### src/rtl/fp_norm_round.sv
// Normalize-and-round stage of the single-precision adder: two-stage valid/ready pipeline.
// Optional macro FP_NORM_RNE_EN selects round-to-nearest-even; otherwise results are truncated.
module fp_norm_round (
  input  logic        Clk,
  input  logic        Reset,
  input  logic        In_valid,
  output logic        In_ready,
  input  logic        In_sign,
  input  logic [7:0]  In_exp,
  input  logic [27:0] In_mant,
  input  logic [4:0]  In_lead,
  input  logic        In_nz,
  output logic        Out_valid,
  input  logic        Out_ready,
  output logic [31:0] Out_result,
  output logic [3:0]  Out_flags
);

  typedef enum logic [1:0] {ClsNorm, ClsZero, ClsUflow, ClsSpecial} cls_e;

  logic              w_s1_adv;
  logic              w_s2_adv;
  logic              r_s1_valid;
  logic              r_s1_sign;
  logic              r_s1_nan;
  cls_e              r_s1_cls;
  logic signed [9:0] r_s1_exp;
  logic [26:0]       r_s1_mant;
  logic              r_s2_valid;
  logic [31:0]       r_s2_result;
  logic [3:0]        r_s2_flags;

  assign w_s2_adv   = !r_s2_valid || Out_ready;
  assign w_s1_adv   = !r_s1_valid || w_s2_adv;
  assign In_ready   = w_s1_adv;
  assign Out_valid  = r_s2_valid;
  assign Out_result = r_s2_result;
  assign Out_flags  = r_s2_flags;

  // Stage 1: normalize so the leading one lands on bit 26 (hidden bit).
  logic [4:0]        w_shamt;
  logic [26:0]       w_norm_mant;
  logic signed [9:0] w_norm_exp;
  logic              w_nan;
  cls_e              w_cls;

  always_comb begin
    w_shamt     = 5'd0;
    w_norm_mant = In_mant[26:0];
    w_norm_exp  = $signed({2'b00, In_exp});
    if (In_lead >= 5'd27) begin
      w_norm_mant = {In_mant[27:2], In_mant[1] | In_mant[0]};
      w_norm_exp  = $signed({2'b00, In_exp}) + 10'sd1;
    end else if (In_lead < 5'd26) begin
      w_shamt     = 5'd26 - In_lead;
      w_norm_mant = In_mant[26:0] << w_shamt;
      w_norm_exp  = $signed({2'b00, In_exp}) - $signed({5'b00000, w_shamt});
    end
    w_nan = |In_mant[25:3];
    if (In_exp == 8'hFF) begin
      w_cls = ClsSpecial;
    end else if (!In_nz) begin
      w_cls = ClsZero;
    end else if (w_norm_exp <= 10'sd0) begin
      w_cls = ClsUflow;
    end else begin
      w_cls = ClsNorm;
    end
  end

  // Stage 2: round on G/R/S, then pack.
  logic              w_g;
  logic              w_r;
  logic              w_s;
  logic              w_inexact;
  logic              w_inc;
  logic [24:0]       w_sum;
  logic [22:0]       w_frac;
  logic signed [9:0] w_exp_fin;
  logic [31:0]       w_result;
  logic [3:0]        w_flags;

  always_comb begin
    w_g       = r_s1_mant[2];
    w_r       = r_s1_mant[1];
    w_s       = r_s1_mant[0];
    w_inexact = w_g | w_r | w_s;
`ifdef FP_NORM_RNE_EN
    w_inc     = w_g & (w_r | w_s | r_s1_mant[3]);
`else
    w_inc     = 1'b0;
`endif
    w_sum     = {1'b0, r_s1_mant[26:3]} + {24'd0, w_inc};
    w_frac    = w_sum[24] ? 23'd0 : w_sum[22:0];
    w_exp_fin = r_s1_exp + $signed({9'd0, w_sum[24]});
    w_result  = 32'h0;
    w_flags   = 4'h0;
    case (r_s1_cls)
      ClsZero: begin
        w_result = 32'h0;
      end
      ClsUflow: begin
        w_result   = {r_s1_sign, 31'd0};
        w_flags[2] = 1'b1;
        w_flags[1] = 1'b1;
      end
      ClsSpecial: begin
        w_result = r_s1_nan ? 32'h7FC0_0000 : {r_s1_sign, 8'hFF, 23'd0};
      end
      default: begin
        if (w_exp_fin >= 10'sd255) begin
          w_result   = {r_s1_sign, 8'hFF, 23'd0};
          w_flags[3] = 1'b1;
          w_flags[1] = 1'b1;
        end else begin
          w_result   = {r_s1_sign, w_exp_fin[7:0], w_frac};
          w_flags[1] = w_inexact;
        end
      end
    endcase
    w_flags[0] = (w_result[30:0] == 31'd0);
  end

  always_ff @(posedge Clk) begin
    if (Reset) begin
      r_s1_valid  <= 1'b0;
      r_s1_sign   <= 1'b0;
      r_s1_nan    <= 1'b0;
      r_s1_cls    <= ClsNorm;
      r_s1_exp    <= 10'sd0;
      r_s1_mant   <= 27'd0;
      r_s2_valid  <= 1'b0;
      r_s2_result <= 32'h0;
      r_s2_flags  <= 4'h0;
    end else begin
      if (w_s1_adv) begin
        r_s1_valid <= In_valid;
      end
      if (w_s1_adv && In_valid) begin
        r_s1_sign <= In_sign;
        r_s1_nan  <= w_nan;
        r_s1_cls  <= w_cls;
        r_s1_exp  <= w_norm_exp;
        r_s1_mant <= w_norm_mant;
      end
      if (w_s2_adv) begin
        r_s2_valid <= r_s1_valid;
      end
      if (w_s2_adv && r_s1_valid) begin
        r_s2_result <= w_result;
        r_s2_flags  <= w_flags;
      end
    end
  end

endmodule

### config.mk
export PLATFORM = sky130hd
export DESIGN_NAME = fp_norm_round
export DESIGN_NICKNAME = d
export VERILOG_FILES = /design/src/rtl/fp_norm_round.sv
export SDC_FILE = /design/constraint.sdc
export NUM_CORES = 1
export LEC_CHECK = 0
export CORE_MARGIN = 1
export CORE_UTILIZATION = 59
export CTS_BUF_LIST = sky130_fd_sc_hd__clkbuf_16
export DETAILED_ROUTE_END_ITERATION = 8
export HOLD_SLACK_MARGIN = 0.1
export PLACE_DENSITY = 0.95
export SKIP_LAST_GASP = 1
export SLEW_MARGIN = 40
export SYNTH_ARGS = -nofsm -noshare
export SYNTH_HDL_FRONTEND = slang
export SYNTH_SLANG_ARGS = --single-unit
### constraint.sdc
create_clock -name Clk -period 9.73 [get_ports Clk]
set_clock_uncertainty 0.1 [all_clocks]
set_input_delay 1.946 -clock Clk [delete_from_list [all_inputs] [get_ports Clk]]
set_output_delay 1.946 -clock Clk [all_outputs]
set_load 0.01 [all_outputs]
==> run summary <==
Core area = 8341 µm²
# Post-CTS Setup Buffers = 0
Root Driver = clkbuf_16
Hold crit path type = reg2reg
Mapped Nets = 686
Critical Path RT = 9.90 ns
Num CTS Buffers = 9
Io pins = 85
Int Pwr = 0.6755 mW
Setup crit end kind = register
Share of the synthesized area in the top cell type = 30.22%
CTS HTree Levels = 3
Slew at the pin with the worst max-slew slack = 0.7810 ns
Via count = 5458
Gpl congestion = 0.9281
Avg Cell Area, Syn = 8.176 µm²
Via density = 6.909
Worst Hold Depth = 2
Cell Pwr Density = 155.6 nW/µm²
Setup WS post-layout = 4.018 ns
# DRC = 0
Die footprint = 9136 µm²
Die Y = 95.59 µm
Ys Warns = 0
Placed inst area = 5983 µm²
GRT Total Usage = 36.52%
Final-report hold violation count = 0
Mapped Cells = 632
Register clock-pin slew on the reported worst setup and hold paths = 0.06 ns
Clock power share = 35.8%
Crit path time final = 5.712 ns
Sequential share of power = 36.4%
Initial drt markers = 529
Port Buffers = 83
Post-synthesis sequential area ratio = 30.22%
DRT Wirelength = 16.33 mm
Antenna violations before repair = 0
FF+latch count, synth = 78
FP Rows = 33
Initial core utilization = 61.96%
Gate power share = 27.9%
Startpoint types = input port
RSZ-0062 raised after global routing = false
Fin nets = 734
Max-cap viol count = 0
Post-CTS Hold Fix Bufs = 0
Final period util = 58.70%
Clock Path Buffers = 2
Crit-path max FO = 24
Achievable frequency = 175.1 MHz
Reg2Reg Depth = 8
Final setup viols = 0
Largest net degree at the start of global routing = 80
Vias in the first global route = 4832
Power Total = 0.9801 mW
P_leak = 2.197 nW
Synthesized area = 5167 µm²
Status = finished clean
Net Sw Power = 0.3046 mW
Place WS = 3.727 ns
Placed cells = 774
Post-cts resize count = 0
Hold Slack = 0.3589 ns
Grt total ovfl = 0
Mean routed wirelength per cell = 20.67 µm
Pre-antenna DRT Iters = 5
Setup_tns = 0 ns
Netlist cell types = 71
IR drop worst, VDD = 0.1298 mV
ANT cells = 0
Yosys top cell by area = dfxtp_1
Ys async rst share = 0%
Die X = 95.59 µm
Clk sink count = 78
CTS tree = done
Synth Flop Type = dfxtp_1
Slew Viols, Final = 0
Clock latency on the worst-skew pair = 0.34 ns
Proportion of layout cells with a drive suffix above 1 = 10.07%
Endpoint arrival time on the critical path = 5.88 ns
Post-route cell area = 6297 µm²
Global-route wire length before repair = 25.34 mm
Synth area leaders = dfxtp_1, mux4_2, nor2_1
Switch share = 31.08%
Crit Path Class = in2reg
Count of flip-flops with a built-in enable after synthesis = 0
DP HPWL = 11.11 mm
Final std cells w/o fill = 790
DRT antenna net count = 0
Reg-to-reg setup timing slack = 7.48 ns
Max_slew headroom = 47.39%
Fin util = 75.50%
Area growth, synth to finish = 21.86%
## cells in the final DEF, fill, tap and decap left out, types with 14 or more instances in the layout
master           netlist  final
a21oi_1               61     61
a22oi_1               24     24
clkdlybuf4s50_1        0     81
dfxtp_1               78     78
mux2i_1               15     15
mux4_2                23     23
nand2_1               68     68
nor2_1                94     94
nor3_1                16     16
nor4_1                15     14
o21ai_0               24     24
## critical path, stage by stage
cell and delay (ns):
clkdlybuf4s50_1 0.65, ha_1 0.37, xor2_2 0.16, buf_4 0.34, inv_2 0.23, ha_1 0.40
a21oi_1 0.25, nand2b_1 0.11, a211oi_1 0.44, o32ai_1 0.17, xor2_1 0.19, or4b_1 0.47
o21ai_1 0.13
## layout make-up
cell class                      count  area (µm²)
Clock buffer                        9       225.2
Clock inverter                      7       88.84
Fill cell                         563        2043
Inverter                           10       37.54
Multi-Input combinational cell    490        3369
Sequential cell                    78        1562
Tap cell                          105       131.4
Timing Repair Buffer               91       883.3
## worst paths after layout
path                     start           end
hold / removal    Out_flags[0]  Out_flags[0]
hold reg to reg   Out_flags[0]  Out_flags[0]
setup / recovery    In_lead[1]   r_s1_cls[1]
setup reg to reg     Out_valid   r_s1_cls[1]
## cell usage after synthesis (3+ instances only)
library cell / number
a211oi_1: 11
a21oi_1: 61
a221oi_1: 7
a22oi_1: 24
a311o_1: 4
a311oi_1: 11
a31oi_1: 4
a32oi_1: 5
and3_1: 3
and4_1: 3
buf_1: 3
buf_2: 5
clkbuf_1: 42
dfxtp_1: 78
ha_1: 6
inv_1: 9
mux2_2: 5
mux2i_1: 15
mux4_2: 23
nand2_1: 68
nand3_1: 11
nand3b_1: 3
nand4_1: 8
nor2_1: 94
nor2b_1: 3
nor3_1: 16
nor4_1: 15
o211ai_1: 8
o21ai_0: 24
o22ai_1: 3
or3_1: 3
xnor2_1: 5
xor2_1: 3
## registers in the layout, indices dropped and copies added, names as in the netlist
name and count:
Out_result 32, r_s1_mant 26, r_s1_exp 10, Out_flags 4, r_s1_cls 2, Out_valid 1
r_s1_nan 1, r_s1_sign 1, r_s1_valid 1
## routing by layer
layer | vias to the layer above | track usage [%] | routed length, µm | part of all wire, %
li1 | 2471 | - | - | -
met1 | 2560 | 49.47 | 6691 | 41
met2 | 368 | 58.04 | 7580 | 46
met3 | 59 | 4.944 | 1409 | 8.6
met4 | 0 | 16.29 | 648 | 4.0
met5 | - | 0 | 0 | 0
## power groups by stage
stage	clock [mW]	sequential [mW]	combinational (mW)
6_report	0.351	0.356	0.273
5_1_grt	0.365	0.357	0.294
4_1_cts	0.349	0.355	0.267
3_5_place_dp	0	0.361	0.263
3_3_place_gp	0	0.360	0.257
2_1_floorplan	0	0.358	0.178
## cells by family after synthesis
group | Yosys count | share of synthesized area, %
AND/OR/NAND/NOR | 240 | 21.24
AO/OA/AOI/OAI | 188 | 24.77
flip-flops | 78 | 30.22
buffers and inverters | 64 | 5.205
multiplexers | 44 | 14.53
XOR/XNOR | 10 | 1.986
adder cells (fa/ha/maj) | 8 | 2.058
Note: power is estimated with default switching activity, not from simulation.
==> RTL edit, RTL diff (config.mk and constraints unchanged) <==
Make the reset (`Reset`) asynchronous in one clocked block.
--- a/src/rtl/fp_norm_round.sv
+++ b/src/rtl/fp_norm_round.sv
@@ -123,3 +123,3 @@
 
-  always_ff @(posedge Clk) begin
+  always_ff @(posedge Clk or posedge Reset) begin
     if (Reset) begin
Formal check against the unedited RTL: differs if Reset is asserted again (counterexample within 4 cycles, from zero or initial values and one cycle with Reset high); with Reset held inactive, the same outputs for 10 cycles.
==> RTL edit against the unedited design <==
Total power increased by 15%. Largest cell class unchanged. Synthesized area increased by 2.2%. First-iteration DRC count decreased by 18%. Worst setup slack improved by 150 ps. Hold slack improved by 15 ps. Design area increased by 2.5%. Sequential cell count unchanged. Wire length decreased by 6.6%. Synthesized cell count decreased by 8.1%. Critical path depth unchanged. Highest routed layer unchanged. Via count decreased by 7.0%. Critical endpoint is now r_s1_cls[1]. Largest power group unchanged.
==> RTL edit: results (changes against the unedited design) <==
[layout]
buffers = 90  ; -1.1%
multi_input_gates = 451  ; -8.0%
nNetsFinal = 693  ; -5.6%
clock_area_share_pct = 4.730  ; -0.26 points

[setup_path]
cp-endpoint = r_s1_cls[1]
startpoint = In_lead[0]
crit_fanout = 31  ; +29%
rr_startpoint = r_s1_cls[0]
worstReg2RegEnd = Out_result[15]
reg2regPathDepth = 4  ; -4
critPathTopFamily = adder cells

[global_routing]
grtUsageTotal_pct = 33.73  ; -2.8 points
grtUsageMet3_pct = 4.773  ; -0.17 points
use_met2_pct = 53.29  ; -4.7 points
grt_max_degree = 79  ; -1.3%
grtUsageMet1_pct = 46.27  ; -3.2 points

[placement]
gp_congestion = 0.9876  ; +6.4%
place_hpwl_um = 10820  ; -2.5%

[route]
avgViaCountPerCell = 6.753  ; -2.3%
met3WireLength_um = 1380  ; -2.1%
wl_met2_um = 7241  ; -4.5%

[synthesis]
synthFlopType = dfrtp_1
synth_nets = 635  ; -7.4%
synth-compound-area-share_pct = 23.49  ; -1.3 points
synth_xor_area_share_pct = 2.584  ; +0.60 points
postSynth.asyncResetShare_pct = 100.0  ; +100 points

[status]
outcome = finished, final reports clean

RTL edit: changes by cell type after synthesis, moves of 21 or more:
cell / change
a22oi_1: -21
dfxtp_1: -78
a22o_1: +23
dfrtp_1: +78
o21ai_0: +47
a21oi_1: -33
nor2_1: -54
RTL edit: per-stage QoR:
| step | cells | hold WS [ps] | setup WS (ps) | area [um2] |
|---|---|---|---|---|
| floorplan | 581 | 341.8 | 4142 | 5279 |
| global placement | 736 | 353.0 | 3594 | 6111 |
| detailed placement | 736 | 363.4 | 3479 | 6133 |
| CTS | 752 | 375.1 | 3790 | 6439 |
| global route | 752 | 398.6 | 3916 | 6455 |
| finish | 752 | 373.9 | 4172 | 6455 |
RTL edit: power by group through the flow:
stage / registers [mW] / logic (mW) / clock network, mW
6_report: 0.430 / 0.361 / 0.340
3_5_place_dp: 0.431 / 0.352 / 0
3_3_place_gp: 0.426 / 0.339 / 0
4_1_cts: 0.428 / 0.356 / 0.342
5_1_grt: 0.436 / 0.392 / 0.360
2_1_floorplan: 0.427 / 0.210 / 0
